--- config.mk ---
export PLATFORM = sky130hd
export DESIGN_NAME = uart_lite_sched_flat
export DESIGN_NICKNAME = d
export VERILOG_FILES = /design/src/rtl/uart_lite_sched_if.sv /design/src/rtl/uart_lite_sched.sv /design/src/flat_wrapper.sv
export SDC_FILE = /design/constraint.sdc
export NUM_CORES = 1
export LEC_CHECK = 0
export BUFFER_PORTS_ARGS = -buffer_cell sky130_fd_sc_hd__buf_2
export CELL_PAD_IN_SITES_DETAIL_PLACEMENT = 0
export CELL_PAD_IN_SITES_GLOBAL_PLACEMENT = 1
export CORE_ASPECT_RATIO = 1.5
export CORE_MARGIN = 2
export CORE_UTILIZATION = 24
export DETAILED_ROUTE_END_ITERATION = 7
export PLACE_DENSITY = 0.88
export SETUP_SLACK_MARGIN = 0.05
export SLEW_MARGIN = 0
export SYNTH_ARGS = -nofsm -noshare
export SYNTH_HDL_FRONTEND = slang
export SYNTH_SLANG_ARGS = --single-unit
export TNS_END_PERCENT = 50
--- constraint.sdc ---
create_clock -name clk -period 1.55 [get_ports clk]
set_input_delay 0.0775 -clock clk [delete_from_list [all_inputs] [get_ports clk]]
set_output_delay 0.0775 -clock clk [all_outputs]
set_load 0.005 [all_outputs]
--- src/rtl/uart_lite_sched_if.sv ---
// AXI4-Lite bundle (32-bit address/data) between the UART scheduler and the
// AXI UART Lite slave.
interface AXI_LITE;
  logic [31:0] aw_addr;
  logic [2:0]  aw_prot;
  logic        aw_valid;
  logic        aw_ready;
  logic [31:0] w_data;
  logic [3:0]  w_strb;
  logic        w_valid;
  logic        w_ready;
  logic [1:0]  b_resp;
  logic        b_valid;
  logic        b_ready;
  logic [31:0] ar_addr;
  logic [2:0]  ar_prot;
  logic        ar_valid;
  logic        ar_ready;
  logic [31:0] r_data;
  logic [1:0]  r_resp;
  logic        r_valid;
  logic        r_ready;

  modport Master (
    output aw_addr, aw_prot, aw_valid, input aw_ready,
    output w_data, w_strb, w_valid, input w_ready,
    input  b_resp, b_valid, output b_ready,
    output ar_addr, ar_prot, ar_valid, input ar_ready,
    input  r_data, r_resp, r_valid, output r_ready
  );

  modport Slave (
    input  aw_addr, aw_prot, aw_valid, output aw_ready,
    input  w_data, w_strb, w_valid, output w_ready,
    output b_resp, b_valid, input b_ready,
    input  ar_addr, ar_prot, ar_valid, output ar_ready,
    output r_data, r_resp, r_valid, input r_ready
  );
endinterface

--- src/rtl/uart_lite_sched.sv ---
// uart_lite_sched: sole AXI-Lite master in front of an AXI UART Lite.
// Round-robin arbitrates byte writes from NUM_REQ clients, gates every write
// on a fresh status read (TX FIFO full bit), and keeps one transaction in
// flight at a time.
// Optional RX drain into a one-entry holding register: define UART_SCHED_RX_EN.
// Without it the RX path is absent and status is only polled on demand.
module uart_lite_sched #(
  parameter int          NUM_REQ       = 4,
  parameter logic [31:0] BASE_ADDR     = 32'h0,
  parameter int          POLL_INTERVAL = 64
) (
  input  logic                 clk,
  input  logic                 rst_n,
  input  logic [NUM_REQ-1:0]   req_valid,
  input  logic [8*NUM_REQ-1:0] req_data,
  output logic [NUM_REQ-1:0]   req_ready,
  output logic                 rx_valid,
  output logic [7:0]           rx_data,
  input  logic                 rx_ready,
  AXI_LITE.Master              axi,
  output logic                 err,
  input  logic                 err_clr
);

  localparam int          PW        = (NUM_REQ > 1) ? $clog2(NUM_REQ) : 1;
  localparam logic [31:0] TX_ADDR   = BASE_ADDR + 32'h4;
  localparam logic [31:0] STAT_ADDR = BASE_ADDR + 32'h8;

`ifdef UART_SCHED_RX_EN
  localparam logic [31:0] RX_ADDR   = BASE_ADDR;
  localparam int          CW        = (POLL_INTERVAL > 1) ? $clog2(POLL_INTERVAL) : 1;
  typedef enum logic [2:0] {
    S_IDLE, S_STAT_AR, S_STAT_R, S_TX_AWW, S_TX_B, S_RX_AR, S_RX_R
  } state_e;
`else
  typedef enum logic [2:0] {
    S_IDLE, S_STAT_AR, S_STAT_R, S_TX_AWW, S_TX_B
  } state_e;
`endif

  state_e               state_q, state_d;
  logic                 aw_valid_q, aw_valid_d;
  logic                 w_valid_q, w_valid_d;
  logic                 b_ready_q, b_ready_d;
  logic                 ar_valid_q, ar_valid_d;
  logic                 r_ready_q, r_ready_d;
  logic [31:0]          aw_addr_q, aw_addr_d;
  logic [31:0]          ar_addr_q, ar_addr_d;
  logic [31:0]          w_data_q, w_data_d;
  logic [3:0]           w_strb_q, w_strb_d;
  logic [NUM_REQ-1:0]   req_ready_q, req_ready_d;
  logic                 err_q, err_d;
  logic [PW-1:0]        rr_ptr_q, rr_ptr_d;
  logic [PW-1:0]        gnt_q, gnt_d;
`ifdef UART_SCHED_RX_EN
  logic                 rx_valid_q, rx_valid_d;
  logic [7:0]           rx_data_q, rx_data_d;
  logic [CW-1:0]        poll_cnt_q, poll_cnt_d;
`endif

  logic                 gnt_found;
  logic [PW-1:0]        gnt_idx;
  logic [7:0]           gnt_byte;
  logic [PW-1:0]        rr_next;
  logic                 err_set;
  logic [7:0]           stat;

  // status byte is consumed straight off the R channel so the decision
  // costs no extra cycle
  assign stat = axi.r_data[7:0];

  // Round-robin pick: lowest valid index at or above rr_ptr, else lowest
  // valid index overall (wrap). Descending scan leaves the lowest hit.
  always_comb begin
    gnt_found = 1'b0;
    gnt_idx   = '0;
    gnt_byte  = '0;
    for (int i = NUM_REQ-1; i >= 0; i--) begin
      if (req_valid[i] && (i >= int'(rr_ptr_q))) begin
        gnt_found = 1'b1;
        gnt_idx   = PW'(i);
        gnt_byte  = req_data[8*i +: 8];
      end
    end
    if (!gnt_found) begin
      for (int i = NUM_REQ-1; i >= 0; i--) begin
        if (req_valid[i]) begin
          gnt_found = 1'b1;
          gnt_idx   = PW'(i);
          gnt_byte  = req_data[8*i +: 8];
        end
      end
    end
  end

  assign rr_next = (int'(gnt_idx) == NUM_REQ-1) ? '0 : gnt_idx + 1'b1;

  // Next-state and next-output computation for the scheduler FSM
  always_comb begin
    state_d     = state_q;
    aw_valid_d  = aw_valid_q;
    w_valid_d   = w_valid_q;
    b_ready_d   = b_ready_q;
    ar_valid_d  = ar_valid_q;
    r_ready_d   = r_ready_q;
    aw_addr_d   = aw_addr_q;
    ar_addr_d   = ar_addr_q;
    w_data_d    = w_data_q;
    w_strb_d    = w_strb_q;
    req_ready_d = '0;
    rr_ptr_d    = rr_ptr_q;
    gnt_d       = gnt_q;
    err_set     = 1'b0;
`ifdef UART_SCHED_RX_EN
    rx_valid_d  = rx_valid_q;
    rx_data_d   = rx_data_q;
    poll_cnt_d  = poll_cnt_q;
    // consumer pop; a new RX read is only started while empty, so this
    // never races with the fill below
    if (rx_valid_q && rx_ready) rx_valid_d = 1'b0;
`endif

    case (state_q)
      S_IDLE: begin
        if (|req_valid) begin
          state_d    = S_STAT_AR;
          ar_valid_d = 1'b1;
          ar_addr_d  = STAT_ADDR;
`ifdef UART_SCHED_RX_EN
          poll_cnt_d = '0;
        end else if (poll_cnt_q == CW'(POLL_INTERVAL-1)) begin
          state_d    = S_STAT_AR;
          ar_valid_d = 1'b1;
          ar_addr_d  = STAT_ADDR;
          poll_cnt_d = '0;
        end else begin
          poll_cnt_d = poll_cnt_q + 1'b1;
`endif
        end
      end

      S_STAT_AR: begin
        if (axi.ar_ready) begin
          ar_valid_d = 1'b0;
          r_ready_d  = 1'b1;
          state_d    = S_STAT_R;
        end
      end

      S_STAT_R: begin
        if (axi.r_valid) begin
          r_ready_d = 1'b0;
          err_set   = (axi.r_resp != 2'b00);
`ifdef UART_SCHED_RX_EN
          if (stat[0] && !rx_valid_q) begin
            state_d    = S_RX_AR;
            ar_valid_d = 1'b1;
            ar_addr_d  = RX_ADDR;
          end else
`endif
          if (!stat[3] && gnt_found) begin
            state_d    = S_TX_AWW;
            aw_valid_d = 1'b1;
            w_valid_d  = 1'b1;
            aw_addr_d  = TX_ADDR;
            w_data_d   = {24'h0, gnt_byte};
            w_strb_d   = 4'b0001;
            gnt_d      = gnt_idx;
            rr_ptr_d   = rr_next;
          end else begin
            state_d = S_IDLE;
          end
        end
      end

      S_TX_AWW: begin
        // AW and W complete independently; move on once both are done
        if (axi.aw_ready) aw_valid_d = 1'b0;
        if (axi.w_ready)  w_valid_d  = 1'b0;
        if ((!aw_valid_q || axi.aw_ready) && (!w_valid_q || axi.w_ready)) begin
          state_d   = S_TX_B;
          b_ready_d = 1'b1;
        end
      end

      S_TX_B: begin
        if (axi.b_valid) begin
          b_ready_d = 1'b0;
          err_set   = (axi.b_resp != 2'b00);
          for (int i = 0; i < NUM_REQ; i++) begin
            if (gnt_q == PW'(i)) req_ready_d[i] = 1'b1;
          end
          // re-poll straight away: the FIFO may have filled
          state_d    = S_STAT_AR;
          ar_valid_d = 1'b1;
          ar_addr_d  = STAT_ADDR;
        end
      end

`ifdef UART_SCHED_RX_EN
      S_RX_AR: begin
        if (axi.ar_ready) begin
          ar_valid_d = 1'b0;
          r_ready_d  = 1'b1;
          state_d    = S_RX_R;
        end
      end

      S_RX_R: begin
        if (axi.r_valid) begin
          r_ready_d  = 1'b0;
          err_set    = (axi.r_resp != 2'b00);
          rx_data_d  = axi.r_data[7:0];
          rx_valid_d = 1'b1;
          state_d    = S_STAT_AR;
          ar_valid_d = 1'b1;
          ar_addr_d  = STAT_ADDR;
        end
      end
`endif

      default: state_d = S_IDLE;
    endcase

    // a new error wins over a same-cycle clear
    err_d = err_set ? 1'b1 : (err_clr ? 1'b0 : err_q);
  end

  // All FSM state and registered outputs
  always_ff @(posedge clk or negedge rst_n) begin
    if (!rst_n) begin
      state_q     <= S_IDLE;
      aw_valid_q  <= 1'b0;
      w_valid_q   <= 1'b0;
      b_ready_q   <= 1'b0;
      ar_valid_q  <= 1'b0;
      r_ready_q   <= 1'b0;
      aw_addr_q   <= '0;
      ar_addr_q   <= '0;
      w_data_q    <= '0;
      w_strb_q    <= '0;
      req_ready_q <= '0;
      err_q       <= 1'b0;
      rr_ptr_q    <= '0;
      gnt_q       <= '0;
`ifdef UART_SCHED_RX_EN
      rx_valid_q  <= 1'b0;
      rx_data_q   <= '0;
      poll_cnt_q  <= '0;
`endif
    end else begin
      state_q     <= state_d;
      aw_valid_q  <= aw_valid_d;
      w_valid_q   <= w_valid_d;
      b_ready_q   <= b_ready_d;
      ar_valid_q  <= ar_valid_d;
      r_ready_q   <= r_ready_d;
      aw_addr_q   <= aw_addr_d;
      ar_addr_q   <= ar_addr_d;
      w_data_q    <= w_data_d;
      w_strb_q    <= w_strb_d;
      req_ready_q <= req_ready_d;
      err_q       <= err_d;
      rr_ptr_q    <= rr_ptr_d;
      gnt_q       <= gnt_d;
`ifdef UART_SCHED_RX_EN
      rx_valid_q  <= rx_valid_d;
      rx_data_q   <= rx_data_d;
      poll_cnt_q  <= poll_cnt_d;
`endif
    end
  end

  assign axi.aw_valid = aw_valid_q;
  assign axi.aw_addr  = aw_addr_q;
  assign axi.aw_prot  = 3'b000;
  assign axi.w_valid  = w_valid_q;
  assign axi.w_data   = w_data_q;
  assign axi.w_strb   = w_strb_q;
  assign axi.b_ready  = b_ready_q;
  assign axi.ar_valid = ar_valid_q;
  assign axi.ar_addr  = ar_addr_q;
  assign axi.ar_prot  = 3'b000;
  assign axi.r_ready  = r_ready_q;
  assign req_ready    = req_ready_q;
  assign err          = err_q;

`ifdef UART_SCHED_RX_EN
  assign rx_valid = rx_valid_q;
  assign rx_data  = rx_data_q;
`else
  assign rx_valid = 1'b0;
  assign rx_data  = 8'h00;
`endif

  // status/data bits this build does not look at
  logic unused_sink;
  assign unused_sink = ^{axi.r_data, rx_ready};

endmodule

--- src/flat_wrapper.sv ---
// flat-port wrapper written by rule: the top's interface ports become plain ports
module uart_lite_sched_flat 
#(
  parameter int          NUM_REQ       = 4,
  parameter logic [31:0] BASE_ADDR     = 32'h0,
  parameter int          POLL_INTERVAL = 64
)
  (clk, rst_n, req_valid, req_data, req_ready, rx_valid, rx_data, rx_ready, err, err_clr, axi_aw_addr, axi_aw_prot, axi_aw_valid, axi_aw_ready, axi_w_data, axi_w_strb, axi_w_valid, axi_w_ready, axi_b_resp, axi_b_valid, axi_b_ready, axi_ar_addr, axi_ar_prot, axi_ar_valid, axi_ar_ready, axi_r_data, axi_r_resp, axi_r_valid, axi_r_ready);
  AXI_LITE axi_i ();
  input  logic clk;
  input  logic rst_n;
  input  logic [NUM_REQ-1:0] req_valid;
  input  logic [8*NUM_REQ-1:0] req_data;
  output logic [NUM_REQ-1:0] req_ready;
  output logic rx_valid;
  output logic [7:0] rx_data;
  input  logic rx_ready;
  output logic err;
  input  logic err_clr;
  output wire logic [$bits(axi_i.aw_addr)-1:0] axi_aw_addr;
  output wire logic [$bits(axi_i.aw_prot)-1:0] axi_aw_prot;
  output wire logic [$bits(axi_i.aw_valid)-1:0] axi_aw_valid;
  input wire logic [$bits(axi_i.aw_ready)-1:0] axi_aw_ready;
  output wire logic [$bits(axi_i.w_data)-1:0] axi_w_data;
  output wire logic [$bits(axi_i.w_strb)-1:0] axi_w_strb;
  output wire logic [$bits(axi_i.w_valid)-1:0] axi_w_valid;
  input wire logic [$bits(axi_i.w_ready)-1:0] axi_w_ready;
  input wire logic [$bits(axi_i.b_resp)-1:0] axi_b_resp;
  input wire logic [$bits(axi_i.b_valid)-1:0] axi_b_valid;
  output wire logic [$bits(axi_i.b_ready)-1:0] axi_b_ready;
  output wire logic [$bits(axi_i.ar_addr)-1:0] axi_ar_addr;
  output wire logic [$bits(axi_i.ar_prot)-1:0] axi_ar_prot;
  output wire logic [$bits(axi_i.ar_valid)-1:0] axi_ar_valid;
  input wire logic [$bits(axi_i.ar_ready)-1:0] axi_ar_ready;
  input wire logic [$bits(axi_i.r_data)-1:0] axi_r_data;
  input wire logic [$bits(axi_i.r_resp)-1:0] axi_r_resp;
  input wire logic [$bits(axi_i.r_valid)-1:0] axi_r_valid;
  output wire logic [$bits(axi_i.r_ready)-1:0] axi_r_ready;
  assign axi_aw_addr = axi_i.aw_addr;
  assign axi_aw_prot = axi_i.aw_prot;
  assign axi_aw_valid = axi_i.aw_valid;
  assign axi_i.aw_ready = axi_aw_ready;
  assign axi_w_data = axi_i.w_data;
  assign axi_w_strb = axi_i.w_strb;
  assign axi_w_valid = axi_i.w_valid;
  assign axi_i.w_ready = axi_w_ready;
  assign axi_i.b_resp = axi_b_resp;
  assign axi_i.b_valid = axi_b_valid;
  assign axi_b_ready = axi_i.b_ready;
  assign axi_ar_addr = axi_i.ar_addr;
  assign axi_ar_prot = axi_i.ar_prot;
  assign axi_ar_valid = axi_i.ar_valid;
  assign axi_i.ar_ready = axi_ar_ready;
  assign axi_i.r_data = axi_r_data;
  assign axi_i.r_resp = axi_r_resp;
  assign axi_i.r_valid = axi_r_valid;
  assign axi_r_ready = axi_i.r_ready;
  uart_lite_sched #(.NUM_REQ(NUM_REQ), .BASE_ADDR(BASE_ADDR), .POLL_INTERVAL(POLL_INTERVAL)) u_core (.clk(clk), .rst_n(rst_n), .req_valid(req_valid), .req_data(req_data), .req_ready(req_ready), .rx_valid(rx_valid), .rx_data(rx_data), .rx_ready(rx_ready), .axi(axi_i), .err(err), .err_clr(err_clr));
endmodule
==> flow_metrics.tcl <==
set metrics [dict create \
    synth-seq-cells 27 \
    drt-total-wl_um 6309 \
    synth_area_per_cell_um2 7.820 \
    fp.dieW_um 89.94 \
    setup_viol_count_final 0 \
    async_reset_ff_share_pct 100.0 \
    grt_pass1_wl_um 9660 \
    ios 206 \
    htreeDepth 1 \
    dp_hpwl_um 5117 \
    path_class "flop to flop" \
    cts_root_buffer "clkbuf_16" \
    ys_warn_count 0 \
    rsz0062_at_grt "yes" \
    vdd_drop_max_mv 0.4168 \
    dieHeight_um 132.9 \
    finalHoldViolCount 0 \
    initial_utilization_pct 24.31 \
    routabilityCongestion 0.8687 \
    crit_arrival_ns 1.65 \
    p_per_area_mw_per_mm2 1253 \
    reg2reg_depth 6 \
    clock_latency_ns 0.26 \
    path_common_cell "a31oi_1" \
    drtPass1Iterations 4 \
    final_util_pct 27.45 \
    clock_sinks 27 \
    hp-class "primary input to flop" \
    grt_max_degree 28 \
    cp-end-kind "flop" \
    slowest_delay_ns 0.43 \
    nets 495 \
    cts_tree "done" \
    slowest_stage "dfrtp_2" \
    drv_slew 0 \
    fin_crit_sh_pct 98.00 \
    critPathRequiredTime_ns 1.68 \
    grt_antenna_before_repair 1 \
    grt_overflow 0 \
    placed_cells 553 \
    ys_types 50 \
    core_mm2 0.01094 \
    seq_area_frac_synth_pct 25.41 \
    run_status "finished clean" \
    numPortBuffers 69 \
    dieArea_mm2 0.01195 \
    postRouteAntennaNets 0 \
    numCtsBuffers 3 \
    p_leak_nw 1.498 \
    synthToLayoutAreaGrowth_pct 12.94 \
    tightest_slew_ns 0.5935 \
    rows 47 \
    startpoint_type "flop" \
    synth_enable_flop_cells 0 \
    drc 0 \
    antenna-diode-count 0 \
    dr.first_iter.drc_count 125 \
    track_usage_pct 9.851 \
    routedWlPerCell_um 11.27 \
    clockBufferDepth 2 \
    fin_crit_ns 1.519 \
    fin_skew_ns 0.006829 \
    drive_gt1_share_pct 29.30 \
    cap_violations 0 \
    path_cells "buf_6, a21bo_4, nor3_2, a211oi_1, a31oi_1, a31oi_1" \
    finalNonFillerCells 560 \
    whs_path_depth 3 \
    synthFlopType "dfrtp_1" \
    synth_area_mm2 0.002659 \
    crit_fanout 8 \
    grt_pass1_vias 2050 \
    via_per_inst 4.082 \
    reg2reg_slack_ns 0.03 \
    fmax_mhz 658.3 \
    syn_inst 340 \
    via_count 2286 \
    clk_pin_slew_worst_paths_ns 0.07 \
    slew_headroom_pct 60.44 \
]
==> synthesized netlist by cell type, types with 2 or more instances <==
cell	count	area share (%)
buf_4	106	30
nand2_1	30	4.2
dfrtp_1	27	25
nor2_1	26	3.7
a21oi_1	23	4.3
a31oi_1	15	3.5
nand2b_1	15	3.5
o21ai_0	12	2.3
buf_2	9	1.7
nor3_1	8	1.5
inv_1	7	0.99
a211oi_1	6	1.7
clkbuf_1	5	0.71
nand3_1	4	0.75
nand3b_1	3	0.85
a21o_1	2	0.56
a22oi_1	2	0.56
and2_1	2	0.47
and3_1	2	0.47
mux2_2	2	0.85
nor2b_1	2	0.47
nor3b_1	2	0.56
o21a_1	2	0.56
o32ai_1	2	0.66
==> stage by stage <==
stage | setup TNS, ns | power, mW | setup slack (ns) | area [µm²] | hold WS, ns
after floorplan | 0 | 2.591 | 0.05114 | 3058 | -0.2181
after global placement | 0 | 2.945 | 0.01408 | 2816 | 0.1057
after detailed placement | -0.1807 | 3.015 | -0.06753 | 2816 | 0.1220
after CTS | 0 | 3.694 | 0.05329 | 2944 | 0.06546
after global routing | -0.04431 | 4.085 | -0.02245 | 3003 | 0.07408
final | 0 | 3.762 | 0.03098 | 3003 | 0.06925
==> final timing paths <==
kind                                                   start                           endpoint
max                           u_core.rr_ptr_q[1]$_DFFE_PN0P_   u_core.axi.w_data[0]$_DFFE_PN0P_
min                                              req_data[2]   u_core.axi.w_data[2]$_DFFE_PN0P_
max reg2reg                   u_core.rr_ptr_q[1]$_DFFE_PN0P_   u_core.axi.w_data[0]$_DFFE_PN0P_
min reg2reg                u_core.axi.ar_addr[3]$_DFFE_PN0P_  u_core.axi.ar_addr[3]$_DFFE_PN0P_
max in group asynchronous                              rst_n     u_core.rr_ptr_q[0]$_DFFE_PN0P_
min in group asynchronous                              rst_n     u_core.axi.w_valid$_DFFE_PN0P_
==> registers in the layout (all words and copies together) (netlist names), 2 cells and up <==
register	cells
u_core.axi.w_data	8
u_core.state_q	3
u_core.gnt_q	2
u_core.req_ready	4
u_core.rr_ptr_q	2
==> metal layers <==
metal  vias up  wire [µm]  GRT usage [%]
met2       162       3225          18.27
met4         0        149          4.359
li1       1090          -              -
met3        15        747          2.847
met5         -          0              0
met1      1019       2185          10.24
==> critical path: cells and delay by family (launching register included) <==
kind	cells	cell delay, ns
compound gates	4	0.65
flops	1	0.43
buf+inv	1	0.14
simple gates	1	0.16
==> timing repair <==
| action | in CTS | in global routing |
|---|---|---|
| hold endpoints to repair | 27 | 0 |
| setup endpoints to repair | 10 | 13 |
| pin swaps | 1 | 8 |
| hold buffers | 1 | 0 |
| buffers inserted | 1 | 1 |
| gates resized for setup | 8 | 14 |
==> logic make-up after synthesis <==
kind of cell	synth area share [%]
buffers and inverters	33.74
xor gates and xnor gates	0.3295
DFF	25.41
muxes	1.788
and+or+nand+nor	19.95
AOI/OAI and AO/OA	18.64
other	0.1410
==> layout by cell type (no fill, tap or decap), types with 3 or more instances in the layout <==
cell         n
a31oi_1     15
nand2b_1    14
nand3_1      4
nor3_2       3
nand3b_1     3
dfrtp_1     25
nor2_1      24
nor2_2       3
a21oi_1     22
clkbuf_16    3
nor3_1       5
buf_6        3
conb_1     104
buf_4       14
nand2_1     29
a211oi_1     5
buf_2       69
inv_1        7
o21ai_0     12
==> where the power goes <==
group          internal [mW]  leakage, nW  switching [mW]
clock                  0.357       0.0415           0.247
combinational          0.927         1.13            1.04
sequential             0.975        0.327           0.219
==> cell type report <==
cell class                 instances  area (µm²)
multi-input combinational        288        1536
inverter                           7       26.28
timing repair buffer              87       494.2
clock inverter                     1       8.758
sequential                        27       678.2
clock buffer                       3       75.07
fill                            1191        7935
tap                              147       183.9
Note: power is estimated with default switching activity, not from simulation.
